### src/rtl/countdown_timer.sv
// Loadable down-counting interval timer with one-shot and periodic modes.
// Pulses done on terminal count, then either expires or reloads the start value.
module countdown_timer #(
  parameter int WIDTH = 8
) (
  input  logic             clk,
  input  logic             reset,
  input  logic             load,
  input  logic [WIDTH-1:0] load_value,
  input  logic             enable,
  input  logic             auto_reload,
  output logic [WIDTH-1:0] value,
  output logic             busy,
  output logic             done,
  output logic             expired
);

  localparam logic [1:0] ST_IDLE    = 2'd0;
  localparam logic [1:0] ST_RUN     = 2'd1;
  localparam logic [1:0] ST_EXPIRED = 2'd2;

  localparam logic [WIDTH-1:0] ZERO = '0;
  localparam logic [WIDTH-1:0] ONE  = {{(WIDTH-1){1'b0}}, 1'b1};

  logic [1:0]       state;
  logic [WIDTH-1:0] reload_reg;

  // Reset beats load, and load beats counting in every state.
  always_ff @(posedge clk) begin
    if (reset) begin
      state      <= ST_IDLE;
      value      <= ZERO;
      reload_reg <= ZERO;
      done       <= 1'b0;
    end else if (load) begin
      value      <= load_value;
      reload_reg <= load_value;
      done       <= 1'b0;
      state      <= (load_value != ZERO) ? ST_RUN : ST_IDLE;
    end else begin
      done <= 1'b0;
      case (state)
        ST_RUN: begin
          if (enable) begin
            if (value > ONE) begin
              value <= value - ONE;
            end else if (value == ONE) begin
              done <= 1'b1;
              if (auto_reload) begin
                value <= reload_reg;
              end else begin
                value <= ZERO;
                state <= ST_EXPIRED;
              end
            end
          end
        end
        ST_EXPIRED: value <= ZERO;
        default: ;
      endcase
    end
  end

  assign busy    = (state == ST_RUN);
  assign expired = (state == ST_EXPIRED);

endmodule

### config.mk
export PLATFORM = sky130hd
export DESIGN_NAME = countdown_timer
export DESIGN_NICKNAME = d
export VERILOG_FILES = /design/src/rtl/countdown_timer.sv
export SDC_FILE = /design/constraint.sdc
export NUM_CORES = 1
export LEC_CHECK = 0
export CAP_MARGIN = 20
export CORE_AREA = 2 2 53 55
export DETAILED_ROUTE_END_ITERATION = 6
export DIE_AREA = 0 0 55 57
export GPL_ROUTABILITY_DRIVEN = 0
export GPL_TIMING_DRIVEN = 0
export MAX_ROUTING_LAYER = met4
export PLACE_DENSITY = 0.7
export SLEW_MARGIN = 15
export SYNTH_ARGS = -nofsm -noshare
export SYNTH_HDL_FRONTEND = slang
export SYNTH_SLANG_ARGS = --single-unit
### constraint.sdc
create_clock -name clk -period 3.8 [get_ports clk]
set_input_delay 0.57 -clock clk [delete_from_list [all_inputs] [get_ports clk]]
set_output_delay 0.57 -clock clk [all_outputs]
set_load 0.03 [all_outputs]
## Word level (Yosys, flattened, before mapping)

Cells that the tools add are included.

| storage, ports and cells | value |
|---|---|
| logic and storage cells | 37 |
| register bits | 19 |
| input bits | 13 |
| output and inout port bits | 11 |

| operators by class | value |
|---|---|
| reductions and logical operators | 8 |
| bitwise logic cells | 2 |
| equality and inequality tests | 7 |
| add/subtract/negate cells | 1 |
| multiplexer cells | 14 |
| magnitude comparators | 1 |

Operators by type and width:

| operator | number |
|---|---|
| $mux W8 | 5 |
| $pmux W8 S2 | 1 |
| $mux W2 | 6 |
| $eq A8 B1 Y1 const B | 1 |
| $gt A8 B1 Y1 const B | 1 |
| $reduce_bool A8 Y1 | 1 |
| $sub A8 B1 Y8 const B | 1 |
| $reduce_bool A2 Y1 | 3 |
| $reduce_and A5 Y1 | 1 |
| $reduce_or A5 Y1 | 1 |
| $ne A2 B2 Y1 const B | 2 |
| $ne A4 B2 Y1 const B | 1 |
| $ne A3 B3 Y1 const B | 1 |
| $reduce_and A3 Y1 | 1 |
| $reduce_bool A3 Y1 | 1 |
| $eq A2 B1 Y1 const B | 1 |
| $eq A2 B2 Y1 const B | 1 |
| $mux W1 | 2 |
| $not A1 Y1 | 2 |

## Longest topological paths before layout

Gate-level depths: netlist (run 1).

| depth | value |
|---|---|
| depth after elaboration | 6 |
| gate-level depth with buffers | 7 |

## Worst setup path before layout (run 1)

No wires, ideal clock.

| path | value |
|---|---|
| path type | reg2reg |
| from | register value[0] |
| to | register value[7] |
| period minus slack after synthesis | 1.940 ns |
| buffers on the path | 0 |
| stages on the path, launching flop included | 8 |
| arrival time | 1.809 ns |
| library setup time | 0.132 ns |
| required time | 3.668 ns |
| slack | 1.860 ns |
| path through | dfxtp_1 inv_1 ha_1 nor4b_1 a21boi_0 nor2_2 a211oi_1 nor3_1 |

| on the way | value |
|---|---|
| longest elaborated chain between the ends | 5 |
| elaborated cells between the ends (all ways) | 9 |
| classes of those cells | 1 x add/sub; 1 x order compare; 2 x eq/ne; 4 x mux; 1 x reduce/logical |

Ends and longest elaborated chain:

| item | RTL line | source |
|---|---|---|
| start: declaration | 12 | `output logic [WIDTH-1:0] value,` |
| start signal: assignment | 36 | `value <= load_value;` |
| start signal: assignment | 46 | `value <= value - ONE;` |
| start signal: assignment | 50 | `value <= reload_reg;` |
| $sub A8 B1 Y8 or $gt A8 B1 Y1 (tied branches) | 46, 45 |  |
| $mux W8 | 45 | `if (value > ONE) begin` |
| $mux W8 | 44 | `if (enable) begin` |
| $pmux W8 S2 | 42 | `case (state)` |
| $mux W8 | 35 | `end else if (load) begin` |

Parallel ways exist; a longest one is shown, timed or not. The select of a mux whose other input is x is not followed.
A chain may end at the register's enable or synchronous reset.

## Worst setup path in the final report (run 1)

| path | value |
|---|---|
| from | register value[4] |
| to | output port value[4] |

No word-level cell between the ends.

==> results.yml, run 1 <==
outcome:
  status: "complete, no violations"
die:
  die_y_um: 57
  ioPinCount: 24
  die_area_um2: 3140
  core_um2: 2620
  placementRows: 19
  die_width_um: 55
  floorplan.initialDensity_pct: 42.6
yosys:
  synth_fa_ha_area_share_pct: 2.24
  syn_area_um2: 1110
  synth-xor-area-share_pct: 2.36
  synth_edf_count: 0
  synth_flop_cell: "dfxtp_1"
  synth_nets: 142
  synth_area_per_cell_um2: 8.78
  yosys_warnings: 0
  synth_mux_area_share_pct: 8.08
  synth_seq_cells: 19
  synth_compound_area_share_pct: 18.5
  ys_seq_area_share_pct: 34.1
  yosys.area_share.simple_pct: 27.5
  async_flop_share_pct: 0
  ys_types: 43
  synth_top_family_by_area: "simple AND/OR/NAND/NOR gates"
  postSynthCellCount: 127
clock_tree:
  root_buffer: "clkbuf_4"
  clk_latency_ns: 0.32
  cts_hold_buf: 0
  cts.clk_slew.worst_paths_ns: 0.13
  cts_buffers: 3
  ctsResizeCount: 0
  cts_tree: "yes"
  numClockSinks: 19
  clk_path_buf_depth: 2
  h-tree-depth: 1
  postCtsSetupRepairBufs: 0
finish:
  layout.nets: 168
  area_delta_synth_final_pct: 25.0
  drive_gt1_share_pct: 9.87
  n_antenna_cell: 0
  fin_util_pct: 53.3
  layout.cells.non_filler: 183
timing:
  clock_skew_ns: 0.0144
  fin_crit_sh_pct: 56.9
  hold_viol_final: 0
  max_freq_mhz: 462
  worstMarginPinSlew_ns: 0.672
  rsz0062_at_grt: "false"
  drv_slew: 0
  min_period_ns: 2.16
  whs_ns: 0.485
  slew_headroom_pct: 55.2
  setup_viol: 0
  timing.setup.tns_ns: 0
critical_path:
  crit_cells: 1
  reg2reg_depth: 7
  r2r_end: "value[1]"
  r2r_start: "value[1]"
  cp-end-kind: "output pin"
  cp_slowest_cell: "clkdlybuf4s50_1"
  cp_cell_sequence: "clkdlybuf4s50_1"
  r2r_setup_slack_ns: 1.74
  max_stage_delay_ns: 0.74
  cp_max_fo: 8
  critPathKind: "reg -> out"
  worst-path-buf-inv: 1
  start_kind: "flop"
  arrival_ns: 1.59
  worstPathRequired_ns: 3.23
  crit_family: "buffers and inverters"
route:
  post_drt_wl_per_cell_um: 16.0
  vias: 1059
  route.final.wire_length_mm: 2.92
  initialDrtViolationCount: 43
  drtAntennaViolNets: 0
  firstDrtPassIters: 4
  drc: 0
  routed_via_density: 5.79
global_route:
  grt_usage_pct: 21.0
  grt_pass1_wl_mm: 4.77
  grt_pass1_vias: 961
  antenna_found_initial: 0
  gr-total-overflow: 0
  grt_max_degree: 13
power:
  power.density_nw_per_um2: 376
  p_leak_nw: 0.526
  peakVddDrop_uv: 388
placed_design:
  dp.cells: 179
  dp_hpwl_mm: 2.10
  portBuffers: 21
min_path:
  worstHoldPathCells: 2
  hp-class: "reg -> reg"
  whs_endpoint: "reload_reg[6]"
  hp-start: "reload_reg[6]"
job:
  maxCapViolations: 0
[cell type report]
class / count / area [µm²]
buffer: 6 / 68.8
clock buffer: 3 / 22.5
clock inverter: 1 / 7.51
fill: 259 / 1220
inverter: 3 / 11.3
multi-input combinational: 99 / 654
sequential: 19 / 380
tap: 31 / 38.8
timing repair buffer: 21 / 210
[power by group]
group	total (mW)	leakage [nW]	internal, mW	switching, mW
combinational	0.176	0.355	0.0840	0.0920
clock	0.113	0.0139	0.0402	0.0729
sequential	0.234	0.157	0.214	0.0206
[synthesized netlist by cell type, drive strengths merged (2+ instances only)]
library cell / n / area share [%]
nor2: 21 / 7.3
dfxtp: 19 / 34
nand2: 10 / 3.4
mux2i: 9 / 8.1
a21oi: 6 / 2.7
a221oi: 6 / 4.7
nor3: 6 / 2.7
o21ai: 4 / 1.8
clkbuf: 3 / 1.9
inv: 3 / 1.0
nand2b: 3 / 1.7
nor4: 3 / 2.2
o31ai: 3 / 2.9
xnor2: 3 / 2.4
a31oi: 2 / 1.1
and3: 2 / 1.1
buf: 2 / 3.5
ha: 2 / 2.2
nor4b: 2 / 2.1
o41ai: 2 / 1.6
or4: 2 / 1.7
[placed cells by master, fill, tap and decap left out, types with 2 or more instances in the layout]
cell	synthesis	final
a21oi_1	6	6
a221oi_1	6	6
a31oi_1	2	2
and3_1	2	2
clkbuf_1	2	2
clkbuf_4	0	3
clkdlybuf4s50_1	0	21
dfxtp_1	19	19
ha_1	2	2
inv_1	3	3
mux2i_1	9	9
nand2_1	10	10
nand2b_1	3	3
nor2_1	20	20
nor3_1	6	6
nor4_1	2	2
o21ai_0	3	3
o31ai_2	2	2
o41ai_1	2	2
xnor2_1	3	3
[worst max path at each step]
stage               slack [ns]  startpoint  endpoint
finish                    1.64    value[4]  value[4]
global route              1.51    value[1]  value[0]
CTS                       1.64    state[0]   expired
detailed placement        1.53        load  value[5]
global placement          1.53        load  value[5]
floorplan                 1.86    value[0]  value[7]
[metrics by stage]
step	power, mW	cell area (µm²)	setup WS [ns]
2_1_floorplan	0.356	1110	1.86
3_3_place_gp	0.410	1360	1.53
3_5_place_dp	0.413	1360	1.53
4_1_cts	0.524	1390	1.64
5_1_grt	0.552	1390	1.51
6_report	0.524	1390	1.64
[per-layer routing]
layer	GRT usage, %	vias up	part of all wire [%]
met5	-	-	0
met4	3.14	0	1.2
met3	5.50	4	5.5
met2	30.6	36	48
met1	29.8	504	46
li1	-	515	-
[cells by family after synthesis]
family / after synthesis
and+or+nand+nor: 57
xor gates and xnor gates: 3
AOI/OAI and AO/OA: 28
buffers and inverters: 9
DFF: 19
adders and majority gates: 2
muxes: 9
No activity file was read; power rests on OpenSTA's default activity.
==> run 2, diff against run 1 <==
PLACE_DENSITY = 0.73   (was 0.7)
clock period = 1.7 ns   (was 3.8 ns; I/O delays follow)
==> run 2 against run 1 <==
Effect of this change: the flow now finishes with violations (setup timing); clock skew down 0.011 ns; sequential share of layout area down 1.8 points; clock power up 110%; combinational power rose to 2.7 times the previous value; design area up 12%.
==> results.yml, run 2 (synthesis gave the netlist of run 1 again) <==
clock_tree:
  h-tree-depth: 1
  cts_tree: "yes"
  cts_hold_buf: 0
  cts_buffers: 3
  root_buffer: "clkbuf_4"
  clk_path_buf_depth: 2
  clk_latency_ns: 0.31
  cts.clk_slew.worst_paths_ns: 0.11
  numClockSinks: 19
die:
  placementRows: 19
  die_width_um: 55
  core_um2: 2620
  floorplan.initialDensity_pct: 42.6
  die_area_um2: 3140
  ioPinCount: 24
  die_y_um: 57
finish:
  layout_commonest_cell: "nor2_1"
  area_delta_synth_final_pct: 39.5
  n_antenna_cell: 0
  most-common-layout-cells: "19 x nor2_1, 14 x dfxtp_1, 14 x clkdlybuf4s50_1, 9 x nand2_1, 9 x mux2i_1"
  drive_gt1_share_pct: 25.2
  layout.nets: 175
job:
  maxCapViolations: 0
route:
  initialDrtViolationCount: 38
  route.final.wire_length_mm: 2.90
  post_drt_wl_per_cell_um: 15.3
  firstDrtPassIters: 4
  drtAntennaViolNets: 0
  vias: 1089
  routed_via_density: 5.73
  drc: 0
critical_path:
  reg2reg_depth: 5
  r2r_setup_slack_ns: -0.09
  cp_max_fo: 5
  cp_slowest_cell: "or4_4"
  path_common_cell: "o31ai_2"
  arrival_ns: 2.02
  max_stage_delay_ns: 0.55
  worst-path-buf-inv: 0
  crit_family: "simple AND/OR/NAND/NOR gates"
  worstPathRequired_ns: 1.93
  start_kind: "flop"
  cp-end-kind: "flop"
  r2r_end: "value[5]"
  r2r_start: "value[1]"
  cp_cell_sequence: "or4_4 -> or3_4 -> o31ai_2 -> a31oi_1 -> o31ai_2"
  critPathKind: "reg -> reg"
global_route:
  antenna_found_initial: 0
  use_met2_pct: 30.3
  met1_usage_pct: 26.7
  use_met3_pct: 4.45
  grt-busiest-layer: "met2"
  grt_usage_pct: 21.0
  grt_pass1_wl_mm: 4.69
  gr-total-overflow: 0
  grt_max_degree: 12
  grt_pass1_vias: 1058
power:
  power.density_nw_per_um2: 800
  p_leak_nw: 0.618
  peakVddDrop_uv: 554
  totalPowerFinal_mw: 1.24
outcome:
  violations: "setup timing"
  status: "finished with violations"
timing:
  whs_ns: 0.271
  drv_slew: 0
  max_freq_mhz: 559
  clock_skew_ns: 0.00390
  hold_viol_final: 0
  worst_slack_ns: -0.0885
  slew_headroom_pct: 57.9
  rsz0062_at_grt: "true"
  fin_crit_sh_pct: 105
  worstMarginPinSlew_ns: 0.631
  setup_viol: 6
  min_period_ns: 1.79
placed_design:
  portBuffers: 21
  dp_hpwl_mm: 2.01
min_path:
  whs_endpoint: "state[1]"
  worstHoldPathCells: 3
  hp-start: "auto_reload"
  hp-class: "in -> reg"
-- run 2: changes by cell type in the layout (fill, tap and decap cells not counted), sizes merged --
cell and delta:
dlygate4sd2 +7, buf +7, clkdlybuf4s50 -7, clkinvlp -1
clkinv +1
-- run 2: layer usage --
layer,routed length (µm),up-vias
li1,-,535
met1,1300,507
met2,1370,38
met3,148,9
met4,85,0
met5,0,-
-- run 2: repair_timing --
action                     4_1_cts  5_1_grt
buffers inserted                 6        1
gates resized for setup         15       13
setup endpoints to repair       16       10
pin swaps                        5        5
-- run 2: final cells by class --
cell class / instances / area, µm²
fillers: 239 / 1060
multi-input cells: 99 / 758
flip-flops and latches: 19 / 397
repair buffers: 28 / 254
plain buffers: 6 / 68.8
well taps: 31 / 38.8
clock buffers: 3 / 22.5
inverters: 3 / 11.3
clock inverters: 1 / 5.00
-- run 2: how the worst max path moves through the flow --
stage	startpoint	to	slack, ns	cells past startpoint
global placement	load	value[5]	-0.19	6
global route	value[1]	value[2]	-0.17	7
detailed placement	value[1]	value[1]	-0.26	7
CTS	value[1]	value[7]	-0.12	7
floorplan	value[1]	value[5]	-0.002	5
finish	value[1]	value[5]	-0.09	5
-- run 2: through the flow --
step	instance area (µm²)	cells	setup TNS (ns)	setup WS, ns	util (%)
after global placement	1390	179	-1.74	-0.191	53.0
after detailed placement	1390	179	-2.62	-0.255	53.0
after CTS	1490	189	-0.313	-0.119	56.9
after global routing	1560	190	-1.13	-0.173	59.5
after floorplan	1140	127	-0.00221	-0.00221	-
final	1560	190	-0.213	-0.0885	59.5
-- run 2: power by group --
group | switching (mW) | total [mW] | internal (mW)
Clock | 0.151 | 0.239 | 0.0880
Combinational | 0.238 | 0.474 | 0.236
Sequential | 0.0508 | 0.531 | 0.480
-- run 2: tightest hold or removal path, delay by kind of cell --
family / cells / cell delay, ns
buffers and inverters: 1 / 0.10
AND/OR/NAND/NOR: 1 / 0.04
AO/OA/AOI/OAI: 1 / 0.15
